--- src/rtl/fetch_unit.sv ---
// fetch_unit: credit-limited instruction fetch with an in-order prefetch FIFO.
// Optional same-cycle response bypass is enabled by defining FETCH_BYPASS_EN.
module fetch_unit #(
  parameter int              XLEN         = 32,
  parameter logic [XLEN-1:0] RESET_VECTOR = 32'h66000000,
  parameter int              FIFO_DEPTH   = 4
) (
  input  logic            clk_i,
  input  logic            reset_n_i,
  input  logic            fetch_en_i,
  output logic            imem_req_o,
  output logic [XLEN-1:0] imem_addr_o,
  input  logic            imem_gnt_i,
  input  logic            imem_rvalid_i,
  input  logic [XLEN-1:0] imem_rdata_i,
  input  logic            redirect_i,
  input  logic [XLEN-1:0] redirect_addr_i,
  output logic            instr_valid_o,
  input  logic            instr_ready_i,
  output logic [XLEN-1:0] instr_o,
  output logic [XLEN-1:0] instr_pc_o
);

  localparam int AW = $clog2(FIFO_DEPTH);
  localparam int CW = AW + 1;
  localparam logic [CW:0] DEPTH_W = (CW+1)'(FIFO_DEPTH);

  logic [XLEN-1:0] pc_q, pc_d;
  logic [XLEN-1:0] rpc_q, rpc_d;
  logic [XLEN-1:0] fi_instr_q [FIFO_DEPTH];
  logic [XLEN-1:0] fi_pc_q [FIFO_DEPTH];
  logic [AW-1:0]   wptr_q, wptr_d;
  logic [AW-1:0]   rptr_q, rptr_d;
  logic [CW-1:0]   cnt_q, cnt_d;
  logic [CW-1:0]   out_q, out_d;
  logic [CW-1:0]   dis_q, dis_d;

  logic [CW:0]     inflight;
  logic [XLEN-1:0] tgt;
  logic            grant;
  logic            rsp;
  logic            keep;
  logic            byp;
  logic            empty;
  logic            push;
  logic            pop;

  assign inflight = {1'b0, cnt_q} + {1'b0, out_q};
  assign tgt      = {redirect_addr_i[XLEN-1:2], 2'b00};
  assign empty    = (cnt_q == '0);

  assign imem_req_o  = fetch_en_i & ~redirect_i
                     & (inflight < DEPTH_W);
  assign imem_addr_o = pc_q;
  assign grant       = imem_req_o & imem_gnt_i;

  // A response only counts if something is in flight.
  assign rsp  = imem_rvalid_i & (out_q != '0);
  assign keep = rsp & (dis_q == '0) & ~redirect_i;

`ifdef FETCH_BYPASS_EN
  assign byp = keep & empty;
`else
  assign byp = 1'b0;
`endif

  assign push = keep & ~(byp & instr_ready_i);
  assign pop  = ~empty & instr_ready_i & ~redirect_i;

  // Decoder view: FIFO head, else bypassed response, else zero.
  always_comb begin
    instr_valid_o = ~empty | byp;
    instr_o       = '0;
    instr_pc_o    = '0;
    if (!empty) begin
      instr_o    = fi_instr_q[rptr_q];
      instr_pc_o = fi_pc_q[rptr_q];
    end else if (byp) begin
      instr_o    = imem_rdata_i;
      instr_pc_o = rpc_q;
    end
  end

  // Next state for PCs, credit counters and FIFO pointers.
  always_comb begin
    pc_d   = pc_q;
    rpc_d  = rpc_q;
    wptr_d = wptr_q;
    rptr_d = rptr_q;
    dis_d  = dis_q;
    out_d  = out_q + CW'(grant) - CW'(rsp);
    cnt_d  = cnt_q + CW'(push) - CW'(pop);
    if (grant) begin
      pc_d = pc_q + XLEN'(4);
    end
    if (keep) begin
      rpc_d = rpc_q + XLEN'(4);
    end
    if (rsp && (dis_q != '0)) begin
      dis_d = dis_q - CW'(1);
    end
    if (push) begin
      wptr_d = wptr_q + AW'(1);
    end
    if (pop) begin
      rptr_d = rptr_q + AW'(1);
    end
    if (redirect_i) begin
      pc_d   = tgt;
      rpc_d  = tgt;
      cnt_d  = '0;
      wptr_d = '0;
      rptr_d = '0;
      dis_d  = out_d;
    end
  end

  // Control state registers.
  always_ff @(posedge clk_i or negedge reset_n_i) begin
    if (!reset_n_i) begin
      pc_q   <= RESET_VECTOR;
      rpc_q  <= RESET_VECTOR;
      wptr_q <= '0;
      rptr_q <= '0;
      cnt_q  <= '0;
      out_q  <= '0;
      dis_q  <= '0;
    end else begin
      pc_q   <= pc_d;
      rpc_q  <= rpc_d;
      wptr_q <= wptr_d;
      rptr_q <= rptr_d;
      cnt_q  <= cnt_d;
      out_q  <= out_d;
      dis_q  <= dis_d;
    end
  end

  // FIFO storage; contents are don't-care while empty.
  always_ff @(posedge clk_i) begin
    if (push) begin
      fi_instr_q[wptr_q] <= imem_rdata_i;
      fi_pc_q[wptr_q]    <= rpc_q;
    end
  end

endmodule

--- config.mk ---
export PLATFORM = sky130hd
export DESIGN_NAME = fetch_unit
export DESIGN_NICKNAME = d
export VERILOG_FILES = /design/src/rtl/fetch_unit.sv
export SDC_FILE = /design/constraint.sdc
export NUM_CORES = 1
export LEC_CHECK = 0
export CORE_MARGIN = 2
export CORE_UTILIZATION = 60
export CTS_BUF_LIST = sky130_fd_sc_hd__clkbuf_8
export DETAILED_ROUTE_END_ITERATION = 8
export MAX_ROUTING_LAYER = met4
export PLACE_DENSITY_LB_ADDON = 0.3
export SKIP_LAST_GASP = 1
export SYNTH_ARGS = -nofsm -noshare
export SYNTH_HDL_FRONTEND = slang
export SYNTH_SLANG_ARGS = --single-unit
--- constraint.sdc ---
create_clock -name clk_i -period 8.76 [get_ports clk_i]
set_input_delay 1.752 -clock clk_i [delete_from_list [all_inputs] [get_ports clk_i]]
set_output_delay 1.752 -clock clk_i [all_outputs]
set_load 0.005 [all_outputs]
==> results.json <==
{
  "path_class": "reg -> out",
  "synthCells": 858,
  "grt_pass1_vias": 8309,
  "p_leak_nw": 5.711,
  "fin_skew_ps": 20.79,
  "yosys_warnings": 0,
  "outcome": "complete, no violations",
  "layout_min_cycle_time_ps": 5082,
  "critPathBufInv": 2,
  "die_area_mm2": 0.02402,
  "slew_headroom_pct": 24.33,
  "min_path_type": "reg -> reg",
  "critPathMaxStageDelay_ps": 850,
  "drc": 0,
  "path_max_fanout": 51,
  "netlist.area_leader.share_pct": 54.46,
  "antenna_found_initial": 0,
  "io_buffers": 162,
  "ant_nets": 0,
  "drt_iter0_markers": 601,
  "path_clk_slew_ps": 60,
  "grt_max_degree": 74,
  "max_clock_freq_ghz": 0.1968,
  "cap_viol_max_count": 0,
  "vias_per_cell": 5.916,
  "synth_flop_cell": "edfxtp_1",
  "synth_edf_count": 248,
  "layout-drive-gt1-share_pct": 17.45,
  "setup_violations": 0,
  "vias": 8093,
  "fin_crit_sh_pct": 58.02,
  "synthArstFlopShare_pct": 22.74,
  "ys_ff_latch": 321,
  "hold_violations": 0,
  "grt_pass1_wl_um": 43730,
  "syn_avg_cell_area_um2": 15.94,
  "clock_latency_ps": 560,
  "peakVddDrop_mv": 0.1499,
  "start_util_pct": 60.77,
  "startpoint_type": "flip-flop",
  "ys_top_cells_by_area": "edfxtp_1, dfrtp_1, mux4_2",
  "grt_usage_pct": 24.07,
  "dp_hpwl_um": 16480,
  "cp.arrival_ps": 3330,
  "core_mm2": 0.02250,
  "yosysSeqAreaShare_pct": 67.89,
  "cts_sinks": 321,
  "cts_made_buffers": 52,
  "synthToLayoutAreaGrowth_pct": 20.62,
  "yosysUniqueCellTypes": 54,
  "ioPinCount": 169,
  "clock_path_buffers": 3,
  "syn_area_mm2": 0.01368,
  "layout_commonest_cell": "edfxtp_1",
  "wire_per_inst_um": 19.95,
  "cts_hold_buf": 0,
  "fin_total_pwr_mw": 4.102,
  "postCtsResizedCells": 0,
  "rrSetupSlack_ps": 5310,
  "crit_slowest_cell": "buf_4",
  "n_antenna_cell": 0,
  "power_density_mw_per_mm2": 248.6,
  "cp_data_required_time_ps": 7010,
  "cts_tree": "built",
  "h-tree-depth": 2,
  "tightestPinTransition_ps": 1135,
  "firstDrtPassIters": 5,
  "overflow": 0,
  "rows": 55,
  "clockRootBuffer": "clkbuf_8",
  "chipHeight_um": 155.0,
  "cpLargestDelayFamily": "buffers and inverters",
  "tns_ps": 0,
  "gp_congestion": 0.8886,
  "wl_um": 27290,
  "synth_top_area_cell": "edfxtp_1",
  "slew_viol_final": 0,
  "die_width_um": 155.0,
  "end_kind": "primary output",
  "nets": 1129,
  "final_cell_mix": "edfxtp_1, clkdlybuf4s50_1, and2_1, dfrtp_1, mux4_2",
  "crit_chain": "buf_4 -> mux4_2 -> and2_1 -> clkdlybuf4s50_1",
  "post-cts-setup-buffers": 0,
  "rsz0062_at_grt": "false"
}
-- synthesized netlist by cell type, types with 2 or more instances --
| cell type | n |
|---|---|
| xor2_1 | 15 |
| clkbuf_1 | 25 |
| o311ai_0 | 8 |
| and2_1 | 63 |
| mux2_2 | 14 |
| nand2_1 | 61 |
| or4_1 | 4 |
| edfxtp_1 | 248 |
| nor4_2 | 3 |
| or3_1 | 9 |
| o21ai_0 | 31 |
| nand3_1 | 27 |
| nor3_1 | 15 |
| nor2_1 | 26 |
| nor4_1 | 4 |
| o31ai_1 | 2 |
| nand4_1 | 14 |
| inv_1 | 22 |
| nor3_2 | 2 |
| o31a_1 | 3 |
| a21oi_1 | 9 |
| o211ai_1 | 12 |
| mux4_2 | 62 |
| dfstp_2 | 8 |
| buf_2 | 11 |
| xnor2_1 | 27 |
| and4_1 | 3 |
| nor2b_1 | 5 |
| mux2i_1 | 2 |
| dfrtp_1 | 65 |
| a31oi_1 | 3 |
| buf_4 | 7 |
| and3_1 | 11 |
| a21o_1 | 3 |
| fa_1 | 2 |
| ha_1 | 14 |
-- routing by layer --
metal / track usage, % / wire length (um)
met1: 33.56 / 11950
met2: 37.54 / 13190
met5: - / 0
met3: 4.401 / 1737
met4: 6.261 / 415
-- metrics by stage --
step	cell area, um2	hold slack, ps	cells	setup slack, ps	utilization, %
6_report	16500	544.4	1368	3678	73.31
5_1_grt	16500	568.4	1368	3465	73.31
2_1_floorplan	13690	489.2	861	4383	-
3_3_place_gp	15520	535.6	1273	3901	68.99
4_1_cts	16500	540.4	1368	3604	73.31
3_5_place_dp	15520	529.6	1273	3909	68.99
-- worst reg2reg max path, cell delays in order, from the launching register on --
cell	delay [ps]
dfrtp_1	450
ha_1	240
nor4_1	470
and4_1	250
buf_4	240
inv_2	250
ha_1	350
inv_1	50
ha_1	130
inv_1	50
fa_1	370
xnor2_1	150
xnor2_1	210
nand2_1	70
o21ai_0	90
-- cell type report --
type | count | area (um2)
Fill cell | 1387 | 6007
Tap cell | 285 | 356.6
Sequential cell | 321 | 9289
Clock inverter | 38 | 186.4
Multi-Input combinational cell | 472 | 4106
Clock buffer | 57 | 784.5
Timing Repair Buffer | 172 | 1687
Inverter | 23 | 86.33
-- flip-flops by register name (all words and copies together) (netlist names) --
| register | flops |
|---|---|
| cnt_q | 3 |
| dis_q | 3 |
| fi_instr_q | 128 |
| fi_pc_q | 120 |
| imem_addr_o | 30 |
| out_q | 3 |
| rpc_q | 30 |
| rptr_q | 2 |
| wptr_q | 2 |
-- report_power, final --
| part | switching, mW | internal, mW | leakage, nW |
|---|---|---|---|
| clock | 0.563 | 0.628 | 0.582 |
| combinational | 0.446 | 0.615 | 2.02 |
| sequential | 0.106 | 1.74 | 3.10 |
| total | 1.11 | 2.99 | 5.71 |
-- final timing paths --
check | startpoint | to | cells past startpoint
min | imem_addr_o[29]$_DFFE_PN1N_ | imem_addr_o[29]$_DFFE_PN1N_ | 2
min in group asynchronous | reset_n_i | imem_addr_o[24]$_DFFE_PN0N_ | 2
max | rptr_q[0]$_DFFE_PN0P_ | instr_pc_o[10] | 4
min reg2reg | imem_addr_o[29]$_DFFE_PN1N_ | imem_addr_o[29]$_DFFE_PN1N_ | 2
max reg2reg | cnt_q[1]$_DFF_PN0_ | dis_q[2]$_DFFE_PN0P_ | 14
max in group asynchronous | reset_n_i | rptr_q[0]$_DFFE_PN0P_ | 2
-- kinds of logic (layout without fill, tap and decap cells) --
| kind of cell | after synthesis | after routing | share of synthesized area, % |
|---|---|---|---|
| XOR/XNOR | 42 | 42 | 2.690 |
| AO/OA/AOI/OAI | 74 | 74 | 3.413 |
| flip-flops | 321 | 321 | 67.89 |
| adder cells (fa/ha/maj) | 16 | 16 | 1.574 |
| multiplexers | 78 | 78 | 11.51 |
| buffers and inverters | 68 | 290 | 2.214 |
| AND/OR/NAND/NOR | 258 | 258 | 10.69 |
| other | 1 | 4 | 0.02742 |
Power figures use the tool's default switching activity.
